--- src/rtl/wb_pkg.sv ---
// Shared types and constants for the writeback queue.
// An entry is one pending register-file/flag update in retire order.
package wb_pkg;

    localparam int DEPTH_DEFAULT = 4;
    localparam logic [3:0] REG_ZERO = 4'd0;

    typedef struct packed {
        logic        wr;
        logic [3:0]  dst;
        logic [15:0] data;
        logic        z;
        logic        o;
        logic        n;
        logic        z_en;
        logic        o_en;
        logic        n_en;
    } wb_entry_t;

    function automatic int count_width(input int depth);
        return $clog2(depth) + 1;
    endfunction

endpackage

--- src/rtl/wb_entry_fifo.sv ---
// In-order entry storage: up to two pushes and one pop per cycle.
// Entries are also presented oldest-first with a per-entry lookup match.
module wb_entry_fifo
    import wb_pkg::*;
#(
    parameter int DEPTH = DEPTH_DEFAULT,
    localparam int CW = count_width(DEPTH),
    localparam int PW = $clog2(DEPTH)
) (
    input  logic                    clk,
    input  logic                    rst,
    input  logic [1:0]              push_n_i,
    input  wb_entry_t               push0_i,
    input  wb_entry_t               push1_i,
    input  logic                    pop_i,
    input  logic [3:0]              q1_reg_i,
    input  logic [3:0]              q2_reg_i,
    output wb_entry_t               head_o,
    output logic [CW-1:0]           count_o,
    output wb_entry_t [DEPTH-1:0]   age_entry_o,
    output logic [DEPTH-1:0]        match1_o,
    output logic [DEPTH-1:0]        match2_o
);

    wb_entry_t [DEPTH-1:0] mem_q, mem_d;
    logic [PW-1:0]         head_q, head_d;
    logic [PW-1:0]         tail_q, tail_d;
    logic [PW-1:0]         tail_p1;
    logic [CW-1:0]         count_q, count_d;

    always_comb begin
        mem_d   = mem_q;
        tail_p1 = tail_q + PW'(1);
        if (push_n_i != 2'd0) begin
            mem_d[tail_q] = push0_i;
        end
        if (push_n_i == 2'd2) begin
            mem_d[tail_p1] = push1_i;
        end
        head_d  = pop_i ? head_q + PW'(1) : head_q;
        tail_d  = tail_q + PW'(push_n_i);
        count_d = count_q + CW'(push_n_i) - CW'(pop_i);
    end

    always_ff @(posedge clk or posedge rst) begin
        if (rst) begin
            mem_q   <= '0;
            head_q  <= '0;
            tail_q  <= '0;
            count_q <= '0;
        end else begin
            mem_q   <= mem_d;
            head_q  <= head_d;
            tail_q  <= tail_d;
            count_q <= count_d;
        end
    end

    // Index i of the age view is the i-th oldest entry; only the first count_q are live.
    always_comb begin
        for (int i = 0; i < DEPTH; i++) begin
            age_entry_o[i] = mem_q[head_q + PW'(i)];
            match1_o[i] = (CW'(i) < count_q) && age_entry_o[i].wr &&
                          (age_entry_o[i].dst == q1_reg_i) && (q1_reg_i != REG_ZERO);
            match2_o[i] = (CW'(i) < count_q) && age_entry_o[i].wr &&
                          (age_entry_o[i].dst == q2_reg_i) && (q2_reg_i != REG_ZERO);
        end
    end

    assign head_o  = mem_q[head_q];
    assign count_o = count_q;

endmodule

--- src/rtl/writeback_queue.sv ---
// Write-side front end for the register file and Z/O/N flags: handshakes,
// null-write filtering, load-before-ALU ordering, retire drive and bypass lookup.
module writeback_queue
    import wb_pkg::*;
#(
    parameter int DEPTH = DEPTH_DEFAULT,
    localparam int CW = count_width(DEPTH)
) (
    input  logic          clk,
    input  logic          rst,
    input  logic          a_valid,
    output logic          a_ready,
    input  logic [3:0]    a_dst,
    input  logic          a_wr,
    input  logic [15:0]   a_data,
    input  logic          a_z,
    input  logic          a_o,
    input  logic          a_n,
    input  logic          a_z_en,
    input  logic          a_o_en,
    input  logic          a_n_en,
    input  logic          m_valid,
    output logic          m_ready,
    input  logic [3:0]    m_dst,
    input  logic [15:0]   m_data,
    output logic          WriteReg,
    output logic [3:0]    DstReg,
    output logic [15:0]   DstData,
    output logic          Z_in,
    output logic          O_in,
    output logic          N_in,
    output logic          Z_en,
    output logic          O_en,
    output logic          N_en,
    input  logic [3:0]    q1_reg,
    input  logic [3:0]    q2_reg,
    output logic          q1_hit,
    output logic          q2_hit,
    output logic [15:0]   q1_data,
    output logic [15:0]   q2_data,
    output logic          empty,
    output logic          full,
    output logic [CW-1:0] count
);

    wb_entry_t             head, m_ent, a_ent, push0, push1;
    wb_entry_t [DEPTH-1:0] age_entry;
    logic [DEPTH-1:0]      match1, match2;
    logic [CW-1:0]         cnt;
    logic [1:0]            push_n;
    logic                  nonempty, m_enq, a_enq;
    int                    free_slots;

    assign nonempty = (cnt != '0);

    // Free slots already include the head that retires this cycle.
    always_comb begin
        free_slots = DEPTH - int'(cnt) + (nonempty ? 1 : 0);
        m_ready    = (free_slots >= 1);
        a_ready    = (free_slots >= 2) || ((free_slots == 1) && !m_valid);
    end

    always_comb begin
        m_ent      = '0;
        m_ent.wr   = 1'b1;
        m_ent.dst  = m_dst;
        m_ent.data = m_data;

        a_ent      = '0;
        a_ent.wr   = a_wr;
        a_ent.dst  = a_dst;
        a_ent.data = a_data;
        a_ent.z    = a_z;
        a_ent.o    = a_o;
        a_ent.n    = a_n;
        a_ent.z_en = a_z_en;
        a_ent.o_en = a_o_en;
        a_ent.n_en = a_n_en;

        m_enq  = m_valid && m_ready && (m_dst != REG_ZERO);
        a_enq  = a_valid && a_ready &&
                 ((a_wr && (a_dst != REG_ZERO)) || a_z_en || a_o_en || a_n_en);
        push_n = {1'b0, m_enq} + {1'b0, a_enq};
        push0  = m_enq ? m_ent : a_ent;
        push1  = a_ent;
    end

    wb_entry_fifo #(.DEPTH(DEPTH)) u_fifo (
        .clk        (clk),
        .rst        (rst),
        .push_n_i   (push_n),
        .push0_i    (push0),
        .push1_i    (push1),
        .pop_i      (nonempty),
        .q1_reg_i   (q1_reg),
        .q2_reg_i   (q2_reg),
        .head_o     (head),
        .count_o    (cnt),
        .age_entry_o(age_entry),
        .match1_o   (match1),
        .match2_o   (match2)
    );

    always_comb begin
        WriteReg = 1'b0;
        DstReg   = '0;
        DstData  = '0;
        Z_in     = 1'b0;
        O_in     = 1'b0;
        N_in     = 1'b0;
        Z_en     = 1'b0;
        O_en     = 1'b0;
        N_en     = 1'b0;
        if (nonempty) begin
            WriteReg = head.wr && (head.dst != REG_ZERO);
            DstReg   = head.dst;
            DstData  = head.data;
            Z_in     = head.z;
            O_in     = head.o;
            N_in     = head.n;
            Z_en     = head.z_en;
            O_en     = head.o_en;
            N_en     = head.n_en;
        end
    end

    // Scanning oldest to youngest leaves the youngest match selected.
    always_comb begin
        q1_hit  = 1'b0;
        q1_data = '0;
        q2_hit  = 1'b0;
        q2_data = '0;
        for (int i = 0; i < DEPTH; i++) begin
            if (match1[i]) begin
                q1_hit  = 1'b1;
                q1_data = age_entry[i].data;
            end
            if (match2[i]) begin
                q2_hit  = 1'b1;
                q2_data = age_entry[i].data;
            end
        end
    end

    assign empty = !nonempty;
    assign full  = (cnt == CW'(DEPTH));
    assign count = cnt;

endmodule

--- config.mk ---
export PLATFORM = sky130hd
export DESIGN_NAME = writeback_queue
export DESIGN_NICKNAME = d
export VERILOG_FILES = /design/src/rtl/wb_pkg.sv /design/src/rtl/wb_entry_fifo.sv /design/src/rtl/writeback_queue.sv
export SDC_FILE = /design/constraint.sdc
export NUM_CORES = 1
export LEC_CHECK = 0
export ABC_CLOCK_PERIOD_IN_PS = 5900
export BUFFER_PORTS_ARGS = -buffer_cell sky130_fd_sc_hd__buf_2
export CORE_UTILIZATION = 64
export DETAILED_ROUTE_END_ITERATION = 10
export GPL_TIMING_DRIVEN = 0
export PLACE_DENSITY = 0.88
export SYNTH_ARGS = -nofsm -noshare
export SYNTH_HDL_FRONTEND = slang
export SYNTH_SLANG_ARGS = --single-unit
--- constraint.sdc ---
create_clock -name clk -period 5.9 [get_ports clk]
set_input_delay 1.475 -clock clk [delete_from_list [all_inputs] [get_ports clk]]
set_output_delay 1.475 -clock clk [all_outputs]
set_load 0.02 [all_outputs]
==> flow_metrics.tcl, run 1 <==
set metrics [dict create \
    finish.utilization_pct 76.36 \
    h-tree-depth 4 \
    synth_ff_type "dfrtp_1" \
    max_freq_ghz 0.1761 \
    cts_hold_buf 0 \
    cts.sinks 115 \
    clk_pin_slew_ns 0.05 \
    path_cells "inv_1 -> ha_1 -> nand2_1 -> ha_1 -> xnor2_1 -> a21oi_1 -> o211ai_1 -> and2_0 -> clkbuf_1 -> inv_1 -> ha_1 -> nor3b_1 -> nand3_1 -> clkbuf_1 -> o22ai_1 -> a2bb2oi_1" \
    synth_top_area_share_pct 31.51 \
    drv_slew 0 \
    ys.warnings.count 0 \
    worstSetupEndpointType "flip-flop" \
    grt_max_degree 69 \
    first_pass_iters 8 \
    synthCells 967 \
    critical_path_class "flip-flop to flip-flop" \
    ys_top_cells_by_area "dfrtp_1 32%, a2bb2oi_1 7.3%, mux2i_1 6.9%" \
    pre_cts_ws_ns 0.3820 \
    port-buffer-count 118 \
    slowest_stage "nor3b_1" \
    crit_path_max_incr_delay_ns 0.71 \
    tritoncts "built" \
    dieArea_um2 14750 \
    hold_end "u_fifo.mem_q[81]" \
    core_um2 13880 \
    hold_start "u_fifo.mem_q[81]" \
    post-cts-setup-buffer-count 0 \
    nFillCells 951 \
    finalCritPeriodShare_pct 96.24 \
    final_nets 1179 \
    period_minus_slack_ns 5.678 \
    worstMarginPinSlew_ns 1.109 \
    drcViolationCount 0 \
    syn_to_final_growth_pct 16.06 \
    die_w_um 121.5 \
    clock_latency_ns 0.42 \
    die_h_um 121.5 \
    grt_pass1_vias 9037 \
    cp.arrival_ns 5.94 \
    cpMostUsedCell "ha_1" \
    required_ns 6.16 \
    clock_path_buffers 2 \
    cts_buffers 17 \
    wirelength_um 32450 \
    ant_nets 0 \
    slew_headroom_pct 25.40 \
    ys_types 58 \
    dpl_cell_area_um2 9978 \
    r2r_slack_ns 0.22 \
    rows 43 \
    grt_pass1_wl_um 49600 \
    place_congestion 0.9645 \
    synth_nets 1041 \
    fin_worst_skew_ns 0.005147 \
    antenna_found_initial 1 \
    boundaryPins 127 \
    cts_root_buf "clkbuf_16" \
    hpwl_um 23050 \
    yosysSeqAreaShare_pct 31.51 \
    grt-ovfl-total 0 \
    drtIter0Drc 1587 \
    crit_path_start_kind "flip-flop" \
    maxCapViolations 0 \
    status "finished, final reports clean" \
    drive_above_1_share_pct 22.56 \
    synth-edff-count 0 \
    cp_max_fo 11 \
    synth_top_area_cell "dfrtp_1" \
    rsz0062_at_grt "false" \
    hold_path_depth 1 \
    stdcell_area_um2 10600 \
    r2r_start "u_fifo.count_o[0]" \
    fin_tns_setup_ns 0 \
    ys_ff_latch 115 \
    r2r_end "u_fifo.mem_q[47]" \
    avgViaCountPerCell 7.319 \
    setup_viol 0 \
    ctsResizeCount 0 \
    hold_viol 0 \
    syn_avg_cell_area_um2 9.444 \
    final_cell_mix "133 x buf_2, 115 x dfrtp_1, 77 x o22ai_1" \
    reg2reg_depth 16 \
    min_path_type "flip-flop to flip-flop" \
    fin_ws_ns 0.2218 \
    grtUsageTotal_pct 44.50 \
    initial_core_util_pct 65.79 \
    wl_per_cell_um 24.98 \
    mostFrequentLayoutCell "buf_2" \
    dr_total_vias 9507 \
    async_reset_ff_share_pct 100.0 \
    synthesis.area_um2 9133 \
]
[cell families after synthesis]
kind of cell,after synthesis,share of synthesized area [%]
compound gates,344,27.47
xor+xnor,46,4.411
fa+ha+maj,15,2.137
buf+inv,116,5.754
flops,115,31.51
mux,118,17.02
simple gates,213,11.70
[worst max-delay path: cells and delay by family, from the launching register on]
| family | cells | cell delay, ns |
|---|---|---|
| AOI/OAI and AO/OA | 4 | 0.93 |
| xor gates and xnor gates | 1 | 0.24 |
| DFF | 1 | 0.41 |
| and+or+nand+nor | 4 | 1.91 |
| buffers and inverters | 4 | 1.12 |
| adders and majority gates | 3 | 0.89 |
[state kept, by name (all words and copies together) (netlist names)]
| name | cells |
|---|---|
| u_fifo.count_o | 3 |
| u_fifo.tail_q | 2 |
| u_fifo.mem_q | 108 |
| u_fifo.head_q | 2 |
[Yosys cell counts (5+ instances only)]
cell,instances
a211oi_1,20
a211oi_2,8
a21oi_1,46
a221oi_1,5
a221oi_2,5
a22o_1,24
a2bb2oi_1,76
a31oi_1,25
and2_1,11
and3_1,7
buf_1,10
buf_2,15
buf_4,6
buf_6,5
clkbuf_1,54
dfrtp_1,115
ha_1,14
inv_1,25
mux2_2,28
mux2i_1,63
mux4_2,27
nand2_1,38
nand3_1,15
nand4_1,14
nor2_1,72
nor2b_1,14
o21ai_0,27
o221ai_1,5
o22ai_1,77
or3_1,14
or4_1,5
xnor2_1,23
xor2_1,23
[stage by stage]
| step | cells | hold WS, ns |
|---|---|---|
| floorplan | 967 | 0.4610 |
| global placement | 1265 | 0.4820 |
| detailed placement | 1266 | 0.4767 |
| CTS | 1297 | 0.4966 |
| global route | 1298 | 0.5001 |
| finish | 1299 | 0.5052 |
[layout make-up]
class	count	area, µm²	share of cell area (%)
clock buffer	20	456.7	4.309
tap	180	225.2	2.125
timing repair buffer	119	618.1	5.832
multi-input combinational	736	5729	54.06
sequential	115	2878	27.15
clock inverter	11	158.9	1.499
inverter	25	96.34	0.9090
buffer	91	431.7	4.073
antenna	2	5.005	0.04722
[worst max-delay path by stage]
| stage | cells after the start | start | to |
|---|---|---|---|
| finish | 16 | u_fifo.count_o[0] | u_fifo.mem_q[47] |
| floorplan | 8 | q2_reg[1] | q2_data[0] |
| detailed placement | 9 | q2_reg[1] | q2_data[0] |
| global placement | 2 | rst | u_fifo.mem_q[52] |
| CTS | 9 | q2_reg[1] | q2_data[0] |
| global route | 16 | u_fifo.count_o[1] | u_fifo.mem_q[47] |
[routing by layer]
layer / part of all wire (%) / track usage, %
met4: 4.8 / 22.45
met1: 38 / 58.59
met2: 44 / 67.68
met5: 0 / 0
met3: 13 / 11.65
Power of run 1 is not shown: default switching activity piles up to over one toggle a cycle in this logic, so the estimate is an artifact.
==> run 2, diff against run 1 <==
--- a/config.mk
+++ b/config.mk
@@ -8,9 +8,10 @@
 export ABC_CLOCK_PERIOD_IN_PS = 5900
 export BUFFER_PORTS_ARGS = -buffer_cell sky130_fd_sc_hd__buf_2
 export CORE_UTILIZATION = 64
+export CTS_BUF_LIST = sky130_fd_sc_hd__clkbuf_16
 export DETAILED_ROUTE_END_ITERATION = 10
 export GPL_TIMING_DRIVEN = 0
-export PLACE_DENSITY = 0.88
+export PLACE_DENSITY = 0.93
 export SYNTH_ARGS = -nofsm -noshare
 export SYNTH_HDL_FRONTEND = slang
 export SYNTH_SLANG_ARGS = --single-unit
==> flow_metrics.tcl, run 2 (same netlist as run 1, synthesis figures left out) <==
set metrics [dict create \
    clk_pin_slew_ns 0.05 \
    die_w_um 121.5 \
    grtUsageTotal_pct 45.29 \
    min_path_type "flip-flop to flip-flop" \
    ant_nets 0 \
    max_freq_ghz 0.1790 \
    cts_buffers 17 \
    crit_path_max_incr_delay_ns 0.65 \
    maxCapViolations 0 \
    port-buffer-count 118 \
    rsz0062_at_grt "false" \
    final_cell_mix "133 x buf_2, 115 x dfrtp_1, 77 x o22ai_1" \
    status "finished, final reports clean" \
    first_pass_iters 7 \
    boundaryPins 127 \
    cpMostUsedCell "buf_1" \
    fin_worst_skew_ns 0.008520 \
    post-cts-setup-buffer-count 0 \
    met2_usage_pct 70.31 \
    grt_use_met1_pct 58.51 \
    placedCellCount 1266 \
    path_cells "buf_1 -> or4_1 -> nand4b_1 -> a21o_1 -> buf_4 -> buf_1 -> nand4_1 -> a31oi_1 -> buf_2" \
    slowest_stage "or4_1" \
    nFillCells 946 \
    crit_path_start_kind "primary input" \
    place_congestion 1.010 \
    rows 43 \
    met3_usage_pct 12.03 \
    grt_pass1_wl_um 50100 \
    die_h_um 121.5 \
    hold_path_depth 1 \
    ctsResizeCount 0 \
    initial_core_util_pct 65.79 \
    worst-path-buf-inv 4 \
    mostFrequentLayoutCell "buf_2" \
    h-tree-depth 4 \
    dieArea_um2 14750 \
    grt_pass1_vias 9052 \
    worstSetupEndpointType "output port" \
    fin_tns_setup_ns 0 \
    tritoncts "built" \
    clock_path_buffers 2 \
    top_usage_layer "met2" \
    fin_cells 1299 \
    period_minus_slack_ns 5.587 \
    wirelength_um 32880 \
    drv_slew 0 \
    setup_viol 0 \
    avgViaCountPerCell 7.371 \
    cp_max_fo 10 \
    wl_per_cell_um 25.31 \
    cts_root_buf "clkbuf_16" \
    antenna_found_initial 2 \
    grt-ovfl-total 0 \
    reg2reg_depth 16 \
    slew_headroom_pct 31.83 \
    finalCritPeriodShare_pct 94.70 \
    grt_max_degree 76 \
    drive_above_1_share_pct 22.18 \
    drcViolationCount 0 \
    cp.arrival_ns 4.11 \
    cts_hold_buf 0 \
    cp_top_family "simple AND/OR/NAND/NOR gates" \
    clock_latency_ns 0.42 \
    core_um2 13880 \
    max_flop_register "u_fifo.mem_q" \
    critical_path_class "primary input to output port" \
    hold_viol 0 \
    dr_total_vias 9575 \
    required_ns 4.43 \
    hpwl_um 23440 \
    finish.utilization_pct 75.87 \
    largest_reg_flops 108 \
    syn_to_final_growth_pct 15.32 \
    cts.sinks 115 \
    final_nets 1179 \
    drtIter0Drc 1958 \
    worstMarginPinSlew_ns 1.013 \
    cp.depth 9 \
]
-- run 2: changes by cell type in the layout (fill, tap and decap cells not counted) --
cell        change
bufinv_16       -2
clkbuf_1        -1
clkbuf_8        -2
clkinv_1        +4
clkinv_2        -2
clkinv_4        -1
clkinvlp_4      +3
diode_2         -1
inv_1           +2
-- run 2: final cells by class --
cell class	instances	area, µm²	area share [%]
multi-input cells	736	5729	54.40
flip-flops and latches	115	2878	27.33
repair buffers	119	618.1	5.869
plain buffers	91	431.7	4.099
clock buffers	17	425.4	4.039
well taps	180	225.2	2.139
clock inverters	15	125.1	1.188
inverters	25	96.34	0.9148
diodes	1	2.502	0.02376
-- run 2: per-stage QoR --
step,hold WS (ns),setup slack (ns),instance area [µm²]
after global routing,0.5023,0.1405,10530
after detailed placement,0.4811,0.3964,9978
after CTS,0.5007,0.3882,10530
final,0.5045,0.3126,10530
after floorplan,0.4610,0.8454,9133
after global placement,0.4828,0.1728,9948
-- run 2: layer usage --
metal | routed length, µm | up-vias | share of wire, %
met2 | 14820 | 877 | 45
met4 | 1726 | 2 | 5.2
li1 | - | 4021 | -
met3 | 4189 | 187 | 13
met5 | 13 | - | 0.040
met1 | 12140 | 4488 | 37
-- run 2: worst paths after layout --
| path | startpoint | to | slack (ns) |
|---|---|---|---|
| worst max-delay path | q2_reg[1] | q2_data[13] | 0.31 |
| worst min register to register | u_fifo.mem_q[32] | u_fifo.mem_q[32] | 0.50 |
| min in group asynchronous | rst | u_fifo.mem_q[34] | 1.12 |
| worst min-delay path | u_fifo.mem_q[32] | u_fifo.mem_q[32] | 0.50 |
| max in group asynchronous | rst | u_fifo.mem_q[49] | 4.04 |
| worst max register to register | u_fifo.count_o[0] | u_fifo.mem_q[50] | 0.49 |
-- run 2: worst register-to-register path: cells and delay by family (launching register included) --
kind	cells	cell delay (ns)
compound gates	4	0.92
xor+xnor	1	0.26
fa+ha+maj	3	0.86
buf+inv	4	1.12
flops	1	0.40
simple gates	4	1.71
Power of run 2 is left out for the same reason.
==> run 3, diff against run 2 <==
--- a/config.mk
+++ b/config.mk
@@ -12,6 +12,7 @@
 export DETAILED_ROUTE_END_ITERATION = 10
 export GPL_TIMING_DRIVEN = 0
 export PLACE_DENSITY = 0.93
+export SETUP_SLACK_MARGIN = 0.5
 export SYNTH_ARGS = -nofsm -noshare
 export SYNTH_HDL_FRONTEND = slang
 export SYNTH_SLANG_ARGS = --single-unit
==> flow_metrics.tcl, run 3 (same netlist as run 1, synthesis figures left out) <==
set metrics [dict create \
    status "finished, final reports clean" \
    stdcell_area_um2 10610 \
    die_w_um 121.5 \
    initial_core_util_pct 65.79 \
    hold_start "u_fifo.mem_q[32]" \
    wl_per_cell_um 25.31 \
    drcViolationCount 0 \
    grt_max_degree 76 \
    clock_path_buffers 2 \
    finalCritPeriodShare_pct 90.53 \
    grt-ovfl-total 0 \
    ant_nets 0 \
    h-tree-depth 4 \
    drive_above_1_share_pct 23.33 \
    port-buffer-count 118 \
    cpMostUsedCell "a21oi_1" \
    r2r_start "u_fifo.count_o[0]" \
    boundaryPins 127 \
    maxCapViolations 0 \
    clock_latency_ns 0.42 \
    rsz0062_at_grt "false" \
    slew_headroom_pct 33.04 \
    slowest_stage "a21oi_1" \
    hold_viol 0 \
    max_flop_register "u_fifo.mem_q" \
    reg2reg_depth 17 \
    grtUsageTotal_pct 45.29 \
    fin_worst_skew_ns 0.008805 \
    fin_tns_setup_ns 0 \
    die_h_um 121.5 \
    syn_to_final_growth_pct 16.17 \
    cp_max_fo 10 \
    place_congestion 1.010 \
    final_nets 1184 \
    avgViaCountPerCell 7.421 \
    cts.sinks 115 \
    nFillCells 925 \
    grt_pass1_vias 9052 \
    worstSetupEndpointType "output port" \
    period_minus_slack_ns 5.341 \
    antenna_found_initial 2 \
    first_pass_iters 9 \
    hpwl_um 23440 \
    min_path_type "flip-flop to flip-flop" \
    r2r_end "u_fifo.mem_q[18]" \
    placedCellCount 1266 \
    worstMarginPinSlew_ns 0.9953 \
    critical_path_class "primary input to output port" \
    tritoncts "built" \
    crit_path_start_kind "primary input" \
    max_freq_ghz 0.1872 \
    cts_hold_buf 0 \
    mostFrequentLayoutCell "buf_2" \
    drv_slew 0 \
    dieArea_um2 14750 \
    fin_cells 1304 \
    setup_viol 0 \
    grt_pass1_wl_um 50100 \
    cts_root_buf "clkbuf_16" \
    cp_top_family "buffers and inverters" \
    worst-path-buf-inv 3 \
    multi_input_area_um2 5768 \
    hold_path_depth 1 \
    dr_total_vias 9677 \
    rows 43 \
    path_cells "buf_1 -> or4_4 -> nand4_1 -> a21oi_1 -> clkbuf_1 -> a21oi_1 -> a31oi_1 -> buf_2" \
    crit_path_max_incr_delay_ns 0.61 \
    cts_buffers 17 \
    largest_reg_flops 108 \
    hold_end "u_fifo.mem_q[32]" \
    required_ns 4.43 \
    drtIter0Drc 1916 \
    wirelength_um 33010 \
    final_cell_mix "134 x buf_2, 115 x dfrtp_1, 77 x o22ai_1" \
    r2r_slack_ns 0.77 \
    seq_area_um2 2878 \
    clk_pin_slew_ns 0.05 \
    cp.arrival_ns 3.87 \
    dpl_cell_area_um2 9978 \
    core_um2 13880 \
]
==> run 3: repair_timing <==
action,CTS,global route
setup endpoints to repair,10,51
setup buffers,0,5
resized for setup,1,8
pin swaps,0,2
==> run 3: through the flow <==
stage          utilization [%]  worst slack, ns  hold WS (ns)
6_report                 76.43           0.5588        0.5046
5_1_grt                  76.43           0.4939        0.5023
4_1_cts                  75.86           0.5535        0.5007
3_5_place_dp             71.89           0.3964        0.4811
3_3_place_gp             71.67           0.1728        0.4828
2_1_floorplan                -           0.8454        0.4610
==> run 3: layer usage <==
layer | up-vias | track usage (%) | share of wire, %
met3 | 220 | 12.03 | 13
met5 | - | 0 | 0.039
met2 | 979 | 70.31 | 45
met4 | 2 | 22.22 | 5.6
li1 | 4034 | - | -
met1 | 4442 | 58.51 | 37
==> run 3: worst max path at each step <==
stage,start,endpoint,slack [ns],depth (start not counted)
finish,q2_reg[1],q2_data[13],0.56,8
global route,u_fifo.count_o[0],u_fifo.mem_q[18],0.49,17
CTS,q2_reg[1],q2_data[13],0.55,9
detailed placement,q2_reg[1],q2_data[13],0.40,9
global placement,rst,u_fifo.mem_q[52],0.17,2
floorplan,q2_reg[1],q2_data[0],0.85,8
==> run 3: area by class of cell <==
type	count	area share [%]
Antenna cell	1	0.02359
Buffer	91	4.081
Clock buffer	17	4.010
Clock inverter	15	1.179
Inverter	25	0.9081
Multi-Input combinational cell	736	54.37
Sequential cell	115	27.13
Tap cell	180	2.123
Timing Repair Buffer	124	6.180
Power of run 3 is left out for the same reason.
